## config.mk

```make
export PLATFORM = sky130hd
export DESIGN_NAME = xc_integration_ctrl
export DESIGN_NICKNAME = d
export VERILOG_FILES = /design/src/rtl/xc_integration_ctrl.sv
export SDC_FILE = /design/constraint.sdc
export NUM_CORES = 1
export LEC_CHECK = 0
export ABC_AREA = 1
export BUFFER_PORTS_ARGS = -buffer_cell sky130_fd_sc_hd__buf_4
export CORE_MARGIN = 2
export CORE_UTILIZATION = 28
export DETAILED_ROUTE_END_ITERATION = 10
export SYNTH_ARGS = -nofsm -noshare
export SYNTH_HDL_FRONTEND = slang
export SYNTH_SLANG_ARGS = --single-unit
```

## constraint.sdc

```tcl
create_clock -name clk -period 37.2 [get_ports clk]
set_input_delay 5.58 -clock clk [delete_from_list [all_inputs] [get_ports clk]]
set_output_delay 5.58 -clock clk [all_outputs]
set_load 0.01 [all_outputs]
```

## src/rtl/xc_integration_ctrl.sv

```systemverilog
// Integration-frame sequencer for a correlator counter bank: clear, count for a
// programmed length, snapshot, then stream the snapshot out over valid/ready.
module xc_integration_ctrl #(
  parameter int unsigned NUM_COUNTERS = 8,
  parameter int unsigned RESOLUTION   = 32,
  parameter int unsigned TIMER_WIDTH  = 24,
  parameter int unsigned INDEX_WIDTH  = 3
) (
  input  logic                               clk,
  input  logic                               reset,
  input  logic                               start,
  input  logic                               stop,
  input  logic                               continuous,
  input  logic [TIMER_WIDTH-1:0]             integration_len,
  input  logic [NUM_COUNTERS*RESOLUTION-1:0] counters_in,
  output logic                               counter_clear,
  output logic                               count_en,
  output logic [RESOLUTION-1:0]              out_data,
  output logic [INDEX_WIDTH-1:0]             out_index,
  output logic                               out_valid,
  input  logic                               out_ready,
  output logic                               frame_done,
  output logic                               busy,
  output logic                               overrun
);

  localparam int unsigned LAST_INDEX = NUM_COUNTERS - 1;

  typedef enum logic [1:0] {
    ST_IDLE,
    ST_CLEAR,
    ST_INTEGRATE,
    ST_LATCH
  } state_t;

  state_t                   state;
  logic [TIMER_WIDTH-1:0]   len_q;
  logic [TIMER_WIDTH-1:0]   timer;
  logic                     cont_q;
  logic [RESOLUTION-1:0]    shadow [NUM_COUNTERS];

  logic                     start_ok;
  logic                     snap_take;
  logic                     handshake;
  logic                     last_word;
  logic [INDEX_WIDTH-1:0]   next_index;

  // out_valid doubles as the dump-engine active flag
  assign start_ok   = start && !stop && !busy && (integration_len != '0);
  assign snap_take  = (state == ST_LATCH) && !out_valid;
  assign handshake  = out_valid && out_ready;
  assign last_word  = (out_index == INDEX_WIDTH'(LAST_INDEX));
  assign next_index = out_index + INDEX_WIDTH'(1);
  assign busy       = (state != ST_IDLE) || out_valid;
  assign frame_done = handshake && last_word;

  // Control FSM with registered bank controls
  always_ff @(posedge clk) begin
    if (!reset) begin
      state         <= ST_IDLE;
      len_q         <= '0;
      timer         <= '0;
      cont_q        <= 1'b0;
      counter_clear <= 1'b0;
      count_en      <= 1'b0;
      overrun       <= 1'b0;
    end else begin
      counter_clear <= 1'b0;
      case (state)
        ST_IDLE: begin
          if (start_ok) begin
            len_q         <= integration_len;
            cont_q        <= continuous;
            counter_clear <= 1'b1;
            state         <= ST_CLEAR;
          end
        end
        ST_CLEAR: begin
          if (stop) begin
            cont_q <= 1'b0;
            state  <= ST_IDLE;
          end else begin
            timer    <= len_q;
            count_en <= 1'b1;
            state    <= ST_INTEGRATE;
          end
        end
        ST_INTEGRATE: begin
          if (stop) begin
            cont_q   <= 1'b0;
            count_en <= 1'b0;
            state    <= ST_IDLE;
          end else begin
            timer <= timer - TIMER_WIDTH'(1);
            if (timer == TIMER_WIDTH'(1)) begin
              count_en <= 1'b0;
              state    <= ST_LATCH;
            end
          end
        end
        ST_LATCH: begin
          // A dump still in flight means this snapshot is lost
          if (out_valid) begin
            overrun <= 1'b1;
          end
          if (cont_q && !stop) begin
            counter_clear <= 1'b1;
            state         <= ST_CLEAR;
          end else begin
            cont_q <= 1'b0;
            state  <= ST_IDLE;
          end
        end
        default: begin
          count_en <= 1'b0;
          state    <= ST_IDLE;
        end
      endcase
    end
  end

  // Snapshot storage; contents are only meaningful while a dump is active
  always_ff @(posedge clk) begin
    if (reset && snap_take) begin
      for (int unsigned k = 0; k < NUM_COUNTERS; k++) begin
        shadow[k] <= counters_in[k*RESOLUTION +: RESOLUTION];
      end
    end
  end

  // Dump engine: word 0 is loaded straight from the bank at snapshot time
  always_ff @(posedge clk) begin
    if (!reset) begin
      out_valid <= 1'b0;
      out_data  <= '0;
      out_index <= '0;
    end else if (snap_take) begin
      out_valid <= 1'b1;
      out_data  <= counters_in[RESOLUTION-1:0];
      out_index <= '0;
    end else if (handshake) begin
      if (last_word) begin
        out_valid <= 1'b0;
      end else begin
        out_index <= next_index;
        out_data  <= shadow[next_index];
      end
    end
  end

endmodule
```

==> impl_metrics.tcl, run 1 <==
set metrics [dict create \
    outcome "finished, final reports clean" \
    dieArea_um2 53200 \
    post-route-period-util 0.313 \
    ys_types 34 \
    crit_arrival_ps 6070 \
    slew_viol_final 0 \
    ioPinCount 327 \
    die_x_um 231 \
    first_global_vias 11100 \
    gp_congestion 0.850 \
    ctsHoldBuffers 0 \
    rr_startpoint "state[1]" \
    htreeDepth 2 \
    tightest_slew_ps 1060 \
    grt_pass1_wl_um 64700 \
    place_ws_ps 25560 \
    vias_per_cell 4.63 \
    crit_path_start_kind "input port" \
    finish.net_count 1974 \
    setup_tns_ps 0 \
    finClkSkew_ps 19.0 \
    diodes 0 \
    clkLatencyLatePin_ps 560 \
    fin_area_um2 18600 \
    max_cap_violations 0 \
    grt_max_degree 87 \
    path_clk_slew_ps 60 \
    rsz0062_at_grt "no" \
    max_slew_margin 0.295 \
    wl_per_cell_um 17.9 \
    layout_common_cells "buf_4, nor2_1, edfxtp_1" \
    netlist_instances 1378 \
    power_mw 1.12 \
    utilization 0.366 \
    synth_fp_nets 1673 \
    drive_gt1_frac 0.251 \
    dp_hpwl_um 28900 \
    clock.fmax_mhz 85.8 \
    drcViolationCount 0 \
    ys_ff_latch 346 \
    gr-usage-all-layers 0.158 \
    dieHeight_um 231 \
    grt_overflow 0 \
    postCtsSetupBuffers 0 \
    hold_path_class "flop to flop" \
    vias 11100 \
    finalWirelength_um 42800 \
    clock_tree.root_cell "clkbuf_16" \
    crit_type "input port to primary output" \
    start_util 0.282 \
    synth_warnings 0 \
    placed_area_um2 17400 \
    ir_drop_mv 0.0369 \
    hold_viol_final 0 \
    period_needed_ps 11650 \
    min_from "count_en" \
    syn_to_final_growth_pct 29.7 \
    crit_fanout 2 \
    cp_data_required_time_ps 31620 \
    cp-end-kind "primary output" \
    antenna_found_initial 3 \
    syn_area_per_cell_um2 10.4 \
    dr.pass1.iters 5 \
    cts_resized 0 \
    setup-violations-final 0 \
    port_buffers 326 \
    seq_area_frac_synth 0.660 \
    core_area_um2 51000 \
    layout_commonest_cell "buf_4" \
    ff2ff_setup_slack_ps 32790 \
    fin_ws_ps 25550 \
    drt-initial-drc-count 686 \
    ant_nets 0 \
    netlist_area_um2 14400 \
    cellLeakagePower_nw 7.17 \
    crit_start "out_ready" \
    num-fill-cells 5034 \
    power_density_nw_per_um2 60.3 \
    clock-sinks 346 \
    cts_tree "yes" \
    cts_buffers 39 \
    rows 83 \
    clk_path_buf_depth 3 \
]
-- state kept, by name, indices dropped and copies added, names as in the netlist --
register / cells
shadow: 256
out_data: 32
len_q: 24
timer: 24
out_index: 3
state: 2
cont_q: 1
count_en: 1
counter_clear: 1
out_valid: 1
overrun: 1
-- cell usage after synthesis, drive strengths merged --
library cell	count	area share
nor2	322	0.087
edfxtp	256	0.53
nand2	183	0.048
o21ai	183	0.064
dfxtp	90	0.13
inv	59	0.015
buf	47	0.021
nand3	46	0.016
a21oi	45	0.016
o221ai	40	0.024
clkbuf	33	0.0086
o211ai	13	0.0068
or2	13	0.0057
o2111ai	10	0.0061
ha	9	0.0078
nand4	7	0.0030
a211oi	5	0.0026
nor3	4	0.0014
o22ai	4	0.0017
nand3b	3	0.0016
a21boi	1	0.00052
a31oi	1	0.00044
and2	1	0.00044
o21bai	1	0.00052
o32ai	1	0.00061
xnor2	1	0.00061
-- per-stage QoR --
step	hold slack, ps	cells
after detailed placement	475	2318
after global placement	457	2318
final	476	2390
after floorplan	430	1378
after CTS	484	2390
after global routing	494	2390
-- logic make-up (layout without fill, tap and decap cells) --
logic type / after synthesis / in the layout / synth area share
xor+xnor: 1 / 1 / 0.000609
compound gates: 304 / 304 / 0.123
flops: 346 / 346 / 0.660
fa+ha+maj: 9 / 9 / 0.00784
simple gates: 579 / 579 / 0.163
buf+inv: 139 / 471 / 0.0453
-- report_power, final --
group / switching (mW) / total (mW) / internal, mW
Clock: 0.162 / 0.383 / 0.220
Sequential: 0.0192 / 0.474 / 0.455
Combinational: 0.170 / 0.267 / 0.0974
Total: 0.351 / 1.12 / 0.773
-- layer usage --
metal | part of all wire | track usage
met4 | 0.025 | 0.0514
met1 | 0.44 | 0.204
met3 | 0.061 | 0.0338
met5 | 0 | 0
met2 | 0.48 | 0.265
-- worst max-delay path: stages --
cell and delay [ps]:
buf_4 80, nand2_2 70, nor2_1 180, buf_4 160
-- final cells by class --
cell class	instances	area (µm²)	area share
Multi-Input combinational cell	893	4260	0.228
Tap cell	680	851	0.0456
Inverter	59	224	0.0120
Sequential cell	346	9490	0.509
Clock buffer	52	1080	0.0577
Clock inverter	20	189	0.0101
Timing Repair Buffer	340	2550	0.137
-- path summary, 6_finish.rpt --
| path | endpoint | cells past startpoint |
|---|---|---|
| setup / recovery | frame_done | 4 |
| hold / removal | count_en | 2 |
| setup reg to reg | shadow[4][19] | 8 |
| hold reg to reg | count_en | 2 |
No activity file was read; power rests on OpenSTA's default activity.
==> run 2, diff against run 1 <==
clock period = 12 ns   (was 37.2 ns; I/O delays follow)
==> run 2 against run 1 <==
The flow now finishes with violations (max-slew violations). First-iteration DRC count grew 36%. Global-route usage shrank 0.052 points. Critical path depth is 2 lower. Worst setup slack worse by 18000 ps. Hold slack got worse by 10 ps. Via count grew 1.6%. Clock skew increased by 1.4 ps. Die area is the same. Cell area grew 0.36%. Sequential power rose to 3.1 times the previous value. Register-to-register slack worse by 25000 ps. Largest power group unchanged. Highest routed layer is now met5.
==> impl_metrics.tcl, run 2 (synthesized netlist as in run 1, its figures left out) <==
set metrics [dict create \
    p_switching_mw 1.09 \
    max_slew_margin -0.0820 \
    cts_resized 0 \
    setup-violations-final 0 \
    clock-sinks 346 \
    clkLatencyLatePin_ps 570 \
    dp_hpwl_um 28700 \
    crit_fanout 91 \
    dieArea_um2 53200 \
    rows 83 \
    max_cap_violations 0 \
    dr.pass1.iters 6 \
    port_buffers 326 \
    reg_top3 "shadow (256), out_data (32)" \
    ctsHoldBuffers 0 \
    seqCellArea_um2 9490 \
    postCtsSetupBuffers 0 \
    layout_common_cells "buf_4, nor2_1, edfxtp_1" \
    power_density_nw_per_um2 190 \
    cp-end-kind "primary output" \
    final_cells 2390 \
    clk_path_buf_depth 3 \
    violations "max-slew violations" \
    cts_tree "yes" \
    start_util 0.282 \
    p_int_mw 2.46 \
    vias 11300 \
    htreeDepth 2 \
    clock.fmax_mhz 237 \
    power_mw 3.56 \
    outcome "finished with violations" \
    setup_tns_ps 0 \
    power.clock.fraction 0.351 \
    syn_to_final_growth_pct 30.2 \
    finClkSkew_ps 20.4 \
    antenna_found_initial 3 \
    grt_pass1_wl_um 64700 \
    ioPinCount 327 \
    multi_input_area_um2 4250 \
    period_needed_ps 4210 \
    largest_reg_flops 256 \
    crit_type "flop to primary output" \
    rsz0062_at_grt "no" \
    crit_path_start_kind "flop" \
    gp_congestion 0.858 \
    path_clk_slew_ps 60 \
    power.share.switching 0.308 \
    hold_viol_final 0 \
    dieHeight_um 231 \
    drcViolationCount 0 \
    fin_ws_ps 7790 \
    placed_area_um2 17300 \
    vias_per_cell 4.71 \
    wl_per_cell_um 17.8 \
    die_x_um 231 \
    crit_arrival_ps 2410 \
    cp_data_required_time_ps 10200 \
    regMostFlops "shadow" \
    ant_nets 0 \
    clock_tree.root_cell "clkbuf_16" \
    grt_overflow 0 \
    fin_area_um2 18700 \
    first_global_vias 11400 \
    layout_commonest_cell "buf_4" \
    place_ws_ps 7820 \
    power_frac_seq 0.416 \
    core_area_um2 51000 \
    dp_cells 2312 \
    num-fill-cells 5053 \
    finalWirelength_um 42500 \
    gr-usage-all-layers 0.158 \
    cellLeakagePower_nw 7.20 \
    cts_buffers 41 \
    hold_path_class "flop to flop" \
    combPwrFrac 0.233 \
    drt-initial-drc-count 932 \
    ir_drop_mv 0.120 \
    post-route-period-util 0.351 \
    tightest_slew_ps 1620 \
    grt_max_degree 207 \
    finish.net_count 1970 \
    drive_gt1_frac 0.251 \
    slew_viol_final 120 \
]
-- run 2: worst paths after layout --
| path | slack, ps | from | end | cells after the start |
|---|---|---|---|---|
| worst min register to register | 470 | count_en | count_en | 2 |
| worst max register to register | 8290 | state[1] | shadow[2][9] | 6 |
| worst max-delay path | 7790 | out_index[0] | out_index[0] | 2 |
| worst min-delay path | 470 | count_en | count_en | 2 |
-- run 2: layout make-up --
cell class / count / area share
inverter: 59 / 0.0120
sequential: 346 / 0.507
timing repair buffer: 334 / 0.135
tap: 680 / 0.0455
antenna: 2 / 0.000268
clock inverter: 19 / 0.0105
clock buffer: 57 / 0.0623
multi-input combinational: 893 / 0.227
-- run 2: layer usage --
metal | vias up | wire, µm | global-route usage
li1 | 5413 | - | -
met1 | 5350 | 18000 | 0.201
met2 | 396 | 19800 | 0.255
met3 | 90 | 3170 | 0.0431
met4 | 2 | 1530 | 0.0619
met5 | - | 13 | 0
-- run 2: worst max-delay path, cell delays in order, from the launching register on --
cell	delay, ps
dfxtp_4	730
buf_4	830
buf_4	260
-- run 2: power by group through the flow --
| stage | logic (mW) | registers [mW] | clock network, mW |
|---|---|---|---|
| 2_1_floorplan | 0.530 | 1.51 | 0 |
| 3_3_place_gp | 0.815 | 1.50 | 0 |
| 3_5_place_dp | 0.828 | 1.50 | 0 |
| 4_1_cts | 0.833 | 1.48 | 1.28 |
| 5_1_grt | 0.931 | 1.49 | 1.33 |
| 6_report | 0.828 | 1.48 | 1.25 |
-- run 2: stage by stage --
step	hold WS [ps]	util
floorplan	430	-
global placement	461	0.340
detailed placement	459	0.340
CTS	467	0.367
global route	481	0.367
finish	466	0.367
==> run 3, diff against run 2 <==
clock period = 4.1 ns   (was 12 ns; I/O delays follow)
==> run 3 against run 2 <==
The flow now finishes without violations. Worst setup slack got worse by 6800 ps. Via count rose by 1.2%. Cell area increased by 0.52%. Clock skew fell by 11 ps. Critical path depth up 5. Sequential share of layout area fell by 0.25 points. Non-clock buffer count grew 13. Utilization rose by 0.19 points. Routed wire length is 4.6% higher. First-iteration DRC count decreased by 17%. Combinational power grew to 3.0 times the previous value. Die area unchanged. Critical path type is now flop to flop.
==> impl_metrics.tcl, run 3 (synthesized netlist as in run 1, its figures left out) <==
set metrics [dict create \
    postCtsSetupBuffers 0 \
    clk_path_buf_depth 3 \
    syn_to_final_growth_pct 30.8 \
    layout_commonest_cell "buf_4" \
    rows 83 \
    finish.net_count 1983 \
    gp_congestion 0.875 \
    vias_per_cell 4.74 \
    gr-usage-all-layers 0.165 \
    p_int_mw 7.15 \
    power.share.switching 0.313 \
    htreeDepth 2 \
    grt_overflow 0 \
    placed_area_um2 17500 \
    regMostFlops "shadow" \
    clock-sinks 346 \
    multi_input_area_um2 4270 \
    setup_tns_ps 0 \
    grt_max_degree 86 \
    setup-violations-final 0 \
    rr_worst_depth 7 \
    cts_buffers 41 \
    grt_pass1_wl_um 66700 \
    power_frac_seq 0.417 \
    ctsHoldBuffers 0 \
    clock_tree.root_cell "clkbuf_16" \
    cp-endpoint "out_data[21]" \
    ff2ff_setup_slack_ps 1000 \
    drt-initial-drc-count 773 \
    largest_reg_flops 256 \
    port_buffers 326 \
    power_mw 10.4 \
    finalWirelength_um 44500 \
    vias 11400 \
    cp-end-kind "flop" \
    critPathMaxStageDelay_ps 760 \
    dieArea_um2 53200 \
    outcome "finished, final reports clean" \
    crit_slowest_cell "dfxtp_4" \
    cts_resized 0 \
    num-fill-cells 5016 \
    cts_tree "yes" \
    p_switching_mw 3.27 \
    core_area_um2 51000 \
    drcViolationCount 0 \
    power.clock.fraction 0.345 \
    start_util 0.282 \
    crit_arrival_ps 3540 \
    wl_per_cell_um 18.5 \
    max_cap_violations 0 \
    period_needed_ps 3100 \
    seqCellArea_um2 9500 \
    clkLatencyLatePin_ps 570 \
    post-route-period-util 0.757 \
    first_global_vias 11300 \
    reg_top3 "shadow (256), out_data (32)" \
    antenna_found_initial 5 \
    hold_viol_final 0 \
    timing.rr.end "out_data[21]" \
    crit_start "out_index[0]" \
    path_clk_slew_ps 60 \
    ioPinCount 327 \
    cp_data_required_time_ps 4540 \
    ir_drop_mv 0.257 \
    combPwrFrac 0.238 \
    path_buf_inv 1 \
    path_depth 7 \
    tightest_slew_ps 957 \
    crit_fanout 58 \
    cellLeakagePower_nw 7.23 \
    cp_top_family "simple AND/OR/NAND/NOR gates" \
    crit_path_start_kind "flop" \
    die_x_um 231 \
    power_density_nw_per_um2 554 \
    fin_ws_ps 996 \
    clock.fmax_mhz 322 \
    drive_gt1_frac 0.256 \
    dr.pass1.iters 5 \
    ant_nets 0 \
    fin_area_um2 18800 \
    dp_hpwl_um 30400 \
    max_slew_margin 0.360 \
    slew_viol_final 0 \
    hold_path_class "input port to flop" \
    rsz0062_at_grt "no" \
    place_ws_ps 1050 \
    min_from "counters_in[185]" \
    finClkSkew_ps 9.89 \
    crit_chain "ha_4, ha_1, inv_1, nor2_4, o221ai_1, nand3_1, a21oi_1" \
    crit_type "flop to flop" \
    dieHeight_um 231 \
    rr_startpoint "out_index[0]" \
    layout_common_cells "buf_4, nor2_1, edfxtp_1" \
]
run 3: routing by layer:
metal  vias to the layer above  track usage  routed length, µm
li1                       5434            -                  -
met1                      5411        0.216              19400
met5                         -            0                  9
met3                        88       0.0436               3360
met2                       452        0.261              20300
met4                         2       0.0633               1440
run 3: layout make-up:
class | count | area share
Multi-Input combinational cell | 893 | 0.227
Inverter | 59 | 0.0119
Tap cell | 680 | 0.0452
Sequential cell | 346 | 0.505
Timing Repair Buffer | 347 | 0.140
Clock buffer | 52 | 0.0590
Antenna cell | 2 | 0.000266
Clock inverter | 23 | 0.0115
run 3: worst min-delay path by stage:
stage               endpoint  slack (ps)  cells after the start
2_1_floorplan      len_q[22]         430                      2
3_5_place_dp        count_en         470                      2
4_1_cts        shadow[5][25]         190                      1
3_3_place_gp         overrun         450                      2
5_1_grt        shadow[7][19]         190                      1
6_report       shadow[5][25]         220                      1
run 3: metrics by stage:
step | instances | hold WS, ps | utilization
floorplan | 1378 | 430 | -
global placement | 2325 | 455 | 0.343
detailed placement | 2325 | 471 | 0.343
CTS | 2400 | 185 | 0.369
global route | 2402 | 188 | 0.369
finish | 2402 | 223 | 0.369
run 3: power groups by stage:
stage	registers (mW)	clock network (mW)	logic, mW
6_report	4.34	3.60	2.48
5_1_grt	4.37	3.85	2.79
3_3_place_gp	4.41	0	2.45
4_1_cts	4.34	3.70	2.49
2_1_floorplan	4.40	0	1.56
3_5_place_dp	4.41	0	2.48
